[config.mk]
export PLATFORM = sky130hd
export DESIGN_NAME = serial_adder
export DESIGN_NICKNAME = d
export VERILOG_FILES = /design/src/rtl/serial_adder_pkg.sv /design/src/rtl/serial_adder_fa_cell.sv /design/src/rtl/serial_adder.sv
export SDC_FILE = /design/constraint.sdc
export NUM_CORES = 1
export LEC_CHECK = 0
export ABC_CLOCK_PERIOD_IN_PS = 1500
export CAP_MARGIN = 0
export CORE_MARGIN = 1
export CORE_UTILIZATION = 30
export DETAILED_ROUTE_END_ITERATION = 7
export GPL_ROUTABILITY_DRIVEN = 0
export GPL_TIMING_DRIVEN = 0
export PLACE_DENSITY = 0.61
export SYNTH_ARGS = -nofsm -noshare
export SYNTH_HDL_FRONTEND = slang
export SYNTH_SLANG_ARGS = --single-unit
[constraint.sdc]
create_clock -name clk -period 1.5 [get_ports clk]
set_input_delay 0.45 -clock clk [delete_from_list [all_inputs] [get_ports clk]]
set_output_delay 0.45 -clock clk [all_outputs]
set_load 0.05 [all_outputs]
[src/rtl/serial_adder_pkg.sv]
// Shared constants for the bit-serial adder: FSM encoding and default operand width.
package serial_adder_pkg;

    localparam int DEFAULT_WIDTH = 8;

    localparam logic [1:0] ST_IDLE  = 2'd0;
    localparam logic [1:0] ST_SHIFT = 2'd1;
    localparam logic [1:0] ST_DONE  = 2'd2;

    typedef enum logic [1:0] {
        S_IDLE  = ST_IDLE,
        S_SHIFT = ST_SHIFT,
        S_DONE  = ST_DONE
    } state_t;

endpackage

[src/rtl/serial_adder_fa_cell.sv]
// Purpose: combinational 1-bit full adder used as the serial arithmetic cell.
// Latency: zero cycles, purely combinational.
// Backpressure: none; outputs follow inputs continuously.
module fa_cell (
    input  logic a,
    input  logic b,
    input  logic c,
    output logic s,
    output logic cout
);

    assign s    = a ^ b ^ c;
    assign cout = (a & b) | (c & (a ^ b));

endmodule

[src/rtl/serial_adder.sv]
// Purpose: bit-serial WIDTH-bit adder, one bit pair per clock LSB first; SERIAL_ADDER_OVF_EN adds signed overflow output ovf.
// Latency: done pulses WIDTH edges after the start edge; one operation per WIDTH+2 cycles.
// Backpressure: start is honoured only in IDLE; starts while busy are dropped, never queued.
module serial_adder
    import serial_adder_pkg::*;
#(
    parameter int WIDTH = DEFAULT_WIDTH
) (
    input  logic             clk,
    input  logic             rst_n,
    input  logic             start,
    input  logic [WIDTH-1:0] a,
    input  logic [WIDTH-1:0] b,
    input  logic             cin,
    output logic             busy,
    output logic             done,
    output logic [WIDTH-1:0] sum,
    output logic             cout
`ifdef SERIAL_ADDER_OVF_EN
    ,
    output logic             ovf
`endif
);

    localparam int CW = $clog2(WIDTH);
    localparam logic [CW-1:0] LAST = CW'(WIDTH - 1);

    state_t           state;
    logic [WIDTH-1:0] shift_a;
    logic [WIDTH-1:0] shift_b;
    // Holds the WIDTH-1 lower sum bits; the final bit is merged straight into sum.
    logic [WIDTH-2:0] acc;
    logic             carry_q;
    logic [CW-1:0]    cnt;
    logic             fa_s;
    logic             fa_c;

    fa_cell u_fa (
        .a    (shift_a[0]),
        .b    (shift_b[0]),
        .c    (carry_q),
        .s    (fa_s),
        .cout (fa_c)
    );

    always_ff @(posedge clk or negedge rst_n) begin
        if (!rst_n) begin
            state   <= S_IDLE;
            shift_a <= '0;
            shift_b <= '0;
            acc     <= '0;
            carry_q <= 1'b0;
            cnt     <= '0;
            busy    <= 1'b0;
            done    <= 1'b0;
            sum     <= '0;
            cout    <= 1'b0;
`ifdef SERIAL_ADDER_OVF_EN
            ovf     <= 1'b0;
`endif
        end else begin
            case (state)
                S_IDLE: begin
                    done <= 1'b0;
                    if (start) begin
                        shift_a <= a;
                        shift_b <= b;
                        carry_q <= cin;
                        cnt     <= '0;
                        busy    <= 1'b1;
                        state   <= S_SHIFT;
                    end
                end
                S_SHIFT: begin
                    shift_a <= shift_a >> 1;
                    shift_b <= shift_b >> 1;
                    acc     <= (WIDTH-1)'({fa_s, acc} >> 1);
                    carry_q <= fa_c;
                    cnt     <= cnt + 1'b1;
                    if (cnt == LAST) begin
                        sum   <= {fa_s, acc};
                        cout  <= fa_c;
`ifdef SERIAL_ADDER_OVF_EN
                        // carry_q is the carry into the MSB at this edge.
                        ovf   <= carry_q ^ fa_c;
`endif
                        done  <= 1'b1;
                        state <= S_DONE;
                    end
                end
                S_DONE: begin
                    done  <= 1'b0;
                    busy  <= 1'b0;
                    state <= S_IDLE;
                end
                default: begin
                    done  <= 1'b0;
                    busy  <= 1'b0;
                    state <= S_IDLE;
                end
            endcase
        end
    end

endmodule

; ---- Yosys cells after proc, flatten, opt, wreduce, memory -nomap -nowiden
; Cells that the tools add are included.
[totals]
reg_bits = 40
latch_bits = 0
ram_bits = 0
rom_bits = 0
output_inout_bits = 11
word_cells = 42
n_memories = 0
[classes]
n_addsub = 1
multipliers = 0
n_div = 0
order_cmp = 0
eq_ne = 4
n_shift = 0
n_mux = 15
bitwise_logic = 6
n_reduce_logical = 6
[op_table]
columns = cell, n
row1 = $pmux W8 S2, 2
row2 = $mux W8, 2
row3 = $reduce_and A2 Y1, 4
row4 = $pmux W3 S2, 1
row5 = $mux W1, 4
row6 = $mux W2, 2
row7 = $ne A2 B2 Y1 const B, 2
row8 = $pmux W1 S2, 2
row9 = $pmux W2 S2, 1
row10 = $add A3 B1 Y3 const B, 1
row11 = $eq A3 B3 Y1 const B, 1
row12 = $mux W3, 1
row13 = $and A1 B1 Y1, 2
row14 = $eq A2 B1 Y1 const B, 1
row15 = $logic_not A2 Y1, 1
row16 = $reduce_bool A2 Y1, 1
row17 = $xor A1 B1 Y1, 2
row18 = $not A1 Y1, 1
row19 = $or A1 B1 Y1, 1

; ---- Longest topological paths before layout
[depth]
ltp_word = 4
ltp_mapped = 6
depth_no_buf = 4

; ---- Hierarchy
; Synthesis repeated with hierarchy kept, for this count alone.
[hier_totals]
cells_unflattened = 154
area_unflattened_um2 = 1739.2
[by_module_without_submodules]
columns = module, instances, cells_each, area_each_um2, seq_area_each_um2
row1 = serial_adder, 1, 153, 1719.1, 1001.0
row2 = fa_cell, 1, 1, 20.0, 0.0

; ---- Least setup slack after synthesis
; Ideal clock, no wire load.
[synth_path]
path_type = reg-to-reg
startpoint = register cnt[0]
endpoint = register cout
setup_time_ns = 0.125
arrival_ns = 1.237
required_ns = 1.375
setup_slack_ns = 0.138
path_stages_with_launch = 5
synth_period_minus_slack_ns = 1.362
cell_sequence = dfrtp_1 > ha_1 > ha_1 > nand2_8 > mux2_4
[synth_via]
elab_chain_cells = 2
[synth_rtl]
columns = element, line_no
row1 = "start, declared", serial_adder.sv:34  ; logic [CW-1:0] cnt;
row2 = "start signal, assigned", serial_adder.sv:79  ; cnt <= cnt + 1'b1;
row3 = $eq A3 B3 Y1, serial_adder.sv:80  ; if (cnt == LAST) begin
row4 = $reduce_and A2 Y1 (no source line), --
row5 = "end signal, assigned", serial_adder.sv:57  ; cout <= 1'b0;
row6 = "end signal, assigned", serial_adder.sv:82  ; cout <= fa_c;
row7 = "end, declared", serial_adder.sv:18  ; output logic cout
; No other way between the ends.
; A chain may end at the register's enable or synchronous reset.

; ---- Final worst setup path
[layout_path]
startpoint = register sum[1]
endpoint = output sum[1]
[layout_rtl]
columns = element, line_no
row1 = "start, declared", serial_adder.sv:17  ; output logic [WIDTH-1:0] sum,
row2 = "start signal, assigned", serial_adder.sv:81  ; sum <= {fa_s, acc};
; No word-level cell between the ends.

==> impl_metrics.ini <==
[place]
dpl-instance-area_sq_mm = 0.002230
io_buffer_count = 30
dpl.hpwl_mm = 2.509
pre_cts_slack_ns = -0.2706

[die]
core_sq_mm = 0.005886
start_util = 0.3093
die_w_microns = 79.90
fp.dieH_microns = 79.90
fp-row-count = 28
die_area_sq_mm = 0.006384
ioPinCount = 31

[power_and_ir_drop]
leakagePower_nw = 1.049
power_density_mw_per_mm2 = 2216
peakVddDrop_mv = 0.8869
fin_total_pwr_mw = 5.126

[timing]
rsz0062_at_grt = false
fmax_mhz = 679.7
fin_skew_ns = 0.006890
layout_setup_ws_ns = 0.02885
whs_ns = 0.1059
finalHoldViolCount = 0
slew_headroom = 0.8172
period_needed_ns = 1.471
drv_slew = 0
setup_viol = 0
tightest_slew_ns = 0.2755
period_share = 0.9808

[route]
vias = 1324
wl_mm = 3.685
viasPerCell = 4.746
drtIter0Drc = 57
ant_nets = 0
drc = 0
drt_pre_antenna_iters = 4
detail_route.wl_per_cell_microns = 13.21

[synth]
ys.flop_type = dfrtp_1
synthMuxAreaShare = 0.07423
synthXorXnorAreaFrac = 0
syn_area_sq_mm = 0.001820
syn_inst = 165
syn_avg_cell_area_sq_um = 11.03
synth_fa_ha_area_frac = 0.02474
synthesis.nets = 188
synth_top_family_by_area = simple AND/OR/NAND/NOR gates
synthSimpleGateAreaFrac = 0.1821
ys_ff_latch = 40
async_flop_share = 1.000
synth_compound_area_frac = 0.1168
ys_types = 25
synth-edff-count = 0
ys_warn_count = 0
seq_area_frac_synth = 0.5498

[global_routing]
grt_pass1_vias = 1294
grt_start_max_net_pins = 41
antenna_found_initial = 0
grt_pass1_wl_mm = 6.092
grt-ovfl-total = 0
track_usage = 0.1248

[worst_setup_path]
arrival_ns = 1.02
startpoint_type = flip-flop
crit_type = reg -> out
critPathBufInv = 1
cp_top_family = buffers and inverters
worstPathCellList = clkdlybuf4s15_2
cpMaxStageDelayCell = clkdlybuf4s15_2
critical_path_required_ns = 1.05
critPathMaxFanout = 2
slowest_delay_ns = 0.37
critPathCaptureType = primary output

[cts]
cts_buffers = 5
cts_tree = built
cts_setup_buffers = 0
insertion_delay_ns = 0.30
path_clk_slew_ns = 0.08
ctsHtreeMaxLevel = 2
clockRootBuffer = clkbuf_8
cts_sinks = 40
max-clock-path-buffers = 2

[final_layout]
mostFrequentLayoutCell = dfrtp_1
syn_to_final_growth_pct = 27.08
drive_gt1_frac = 0.2353
nets = 226
nFillCells = 601
diodes = 0
finalInstanceArea_sq_mm = 0.002313
layout_common_cells = dfrtp_1 (40), nand2_1 (24), nor3_1 (23)

[outcome]
status = finished clean

[flow_run]
drv_cap = 0

[worst_hold_path]
hp-class = in -> async
[cells by family after synthesis]
logic type	count (synthesis)
multiplexers	9
AO/OA/AOI/OAI	32
flip-flops	40
adder cells (fa/ha/maj)	3
buffers and inverters	15
AND/OR/NAND/NOR	66
[cells in the mapped netlist, types with 2 or more instances]
cell type	n	area share
buf_6	3	0.019
o32ai_1	7	0.034
dfrtp_1	40	0.55
inv_1	2	0.0041
a22o_1	2	0.0096
buf_2	7	0.019
buf_4	2	0.0082
a21oi_1	2	0.0055
o21ai_0	5	0.014
nand2_1	24	0.049
nor2_1	10	0.021
o22ai_1	15	0.052
ha_1	2	0.014
nand2b_1	3	0.010
nor3_1	23	0.063
mux2_4	9	0.074
[repair_timing]
item / in CTS / in global routing
resized for setup: 37 / 16
endpoints found under the setup margin: 11 / 20
hold buffers: 0 / 0
[power breakdown]
group,switching [mW],internal (mW),total (mW)
clock,0.384,0.544,0.928
sequential,0.347,1.59,1.93
combinational,1.34,0.921,2.26
total,2.07,3.05,5.13
[state kept, by name (all words and copies together) (netlist names)]
name	cells
acc	7
busy	1
carry_q	1
cnt	3
cout	1
done	1
shift_a	8
shift_b	8
state	2
sum	8
[cell type report]
| type | count | area (sq um) | share of cell area |
|---|---|---|---|
| flip-flops and latches | 40 | 1001 | 0.4327 |
| plain buffers | 12 | 83.83 | 0.03624 |
| repair buffers | 31 | 275.3 | 0.1190 |
| well taps | 75 | 93.84 | 0.04056 |
| inverters | 3 | 11.26 | 0.004867 |
| multi-input cells | 110 | 726.9 | 0.3142 |
| clock inverters | 2 | 38.79 | 0.01677 |
| clock buffers | 6 | 82.58 | 0.03569 |
[metal layers]
metal,up-vias,routed length (microns),track usage
li1,664,-,-
met1,624,1801,0.1640
met2,29,1668,0.1966
met3,7,158,0.03429
met4,0,57,0.04286
met5,-,0,0
[stage by stage]
| step | std cells | util | setup TNS [ns] |
|---|---|---|---|
| 5_1_grt | 279 | 0.3931 | 0 |
| 4_1_cts | 279 | 0.3997 | 0 |
| 3_5_place_dp | 271 | 0.3788 | -5.721 |
| 3_3_place_gp | 270 | 0.3763 | -47.20 |
| 2_1_floorplan | 165 | - | 0 |
| 6_report | 279 | 0.3931 | 0 |
[final timing paths]
kind                            startpoint         end  slack [ns]  cells after the start
worst max-delay path                sum[1]      sum[1]        0.03                      1
worst max register to register      cnt[0]        cout        0.12                      4
worst min register to register      cnt[0]      cnt[0]        0.48                      1
max in group asynchronous            rst_n  shift_a[0]        1.19                      2
min in group clk                    cnt[0]      cnt[0]        0.48                      1
worst min-delay path                 rst_n    state[1]        0.11                      2
Note: power is estimated with default switching activity, not from simulation.
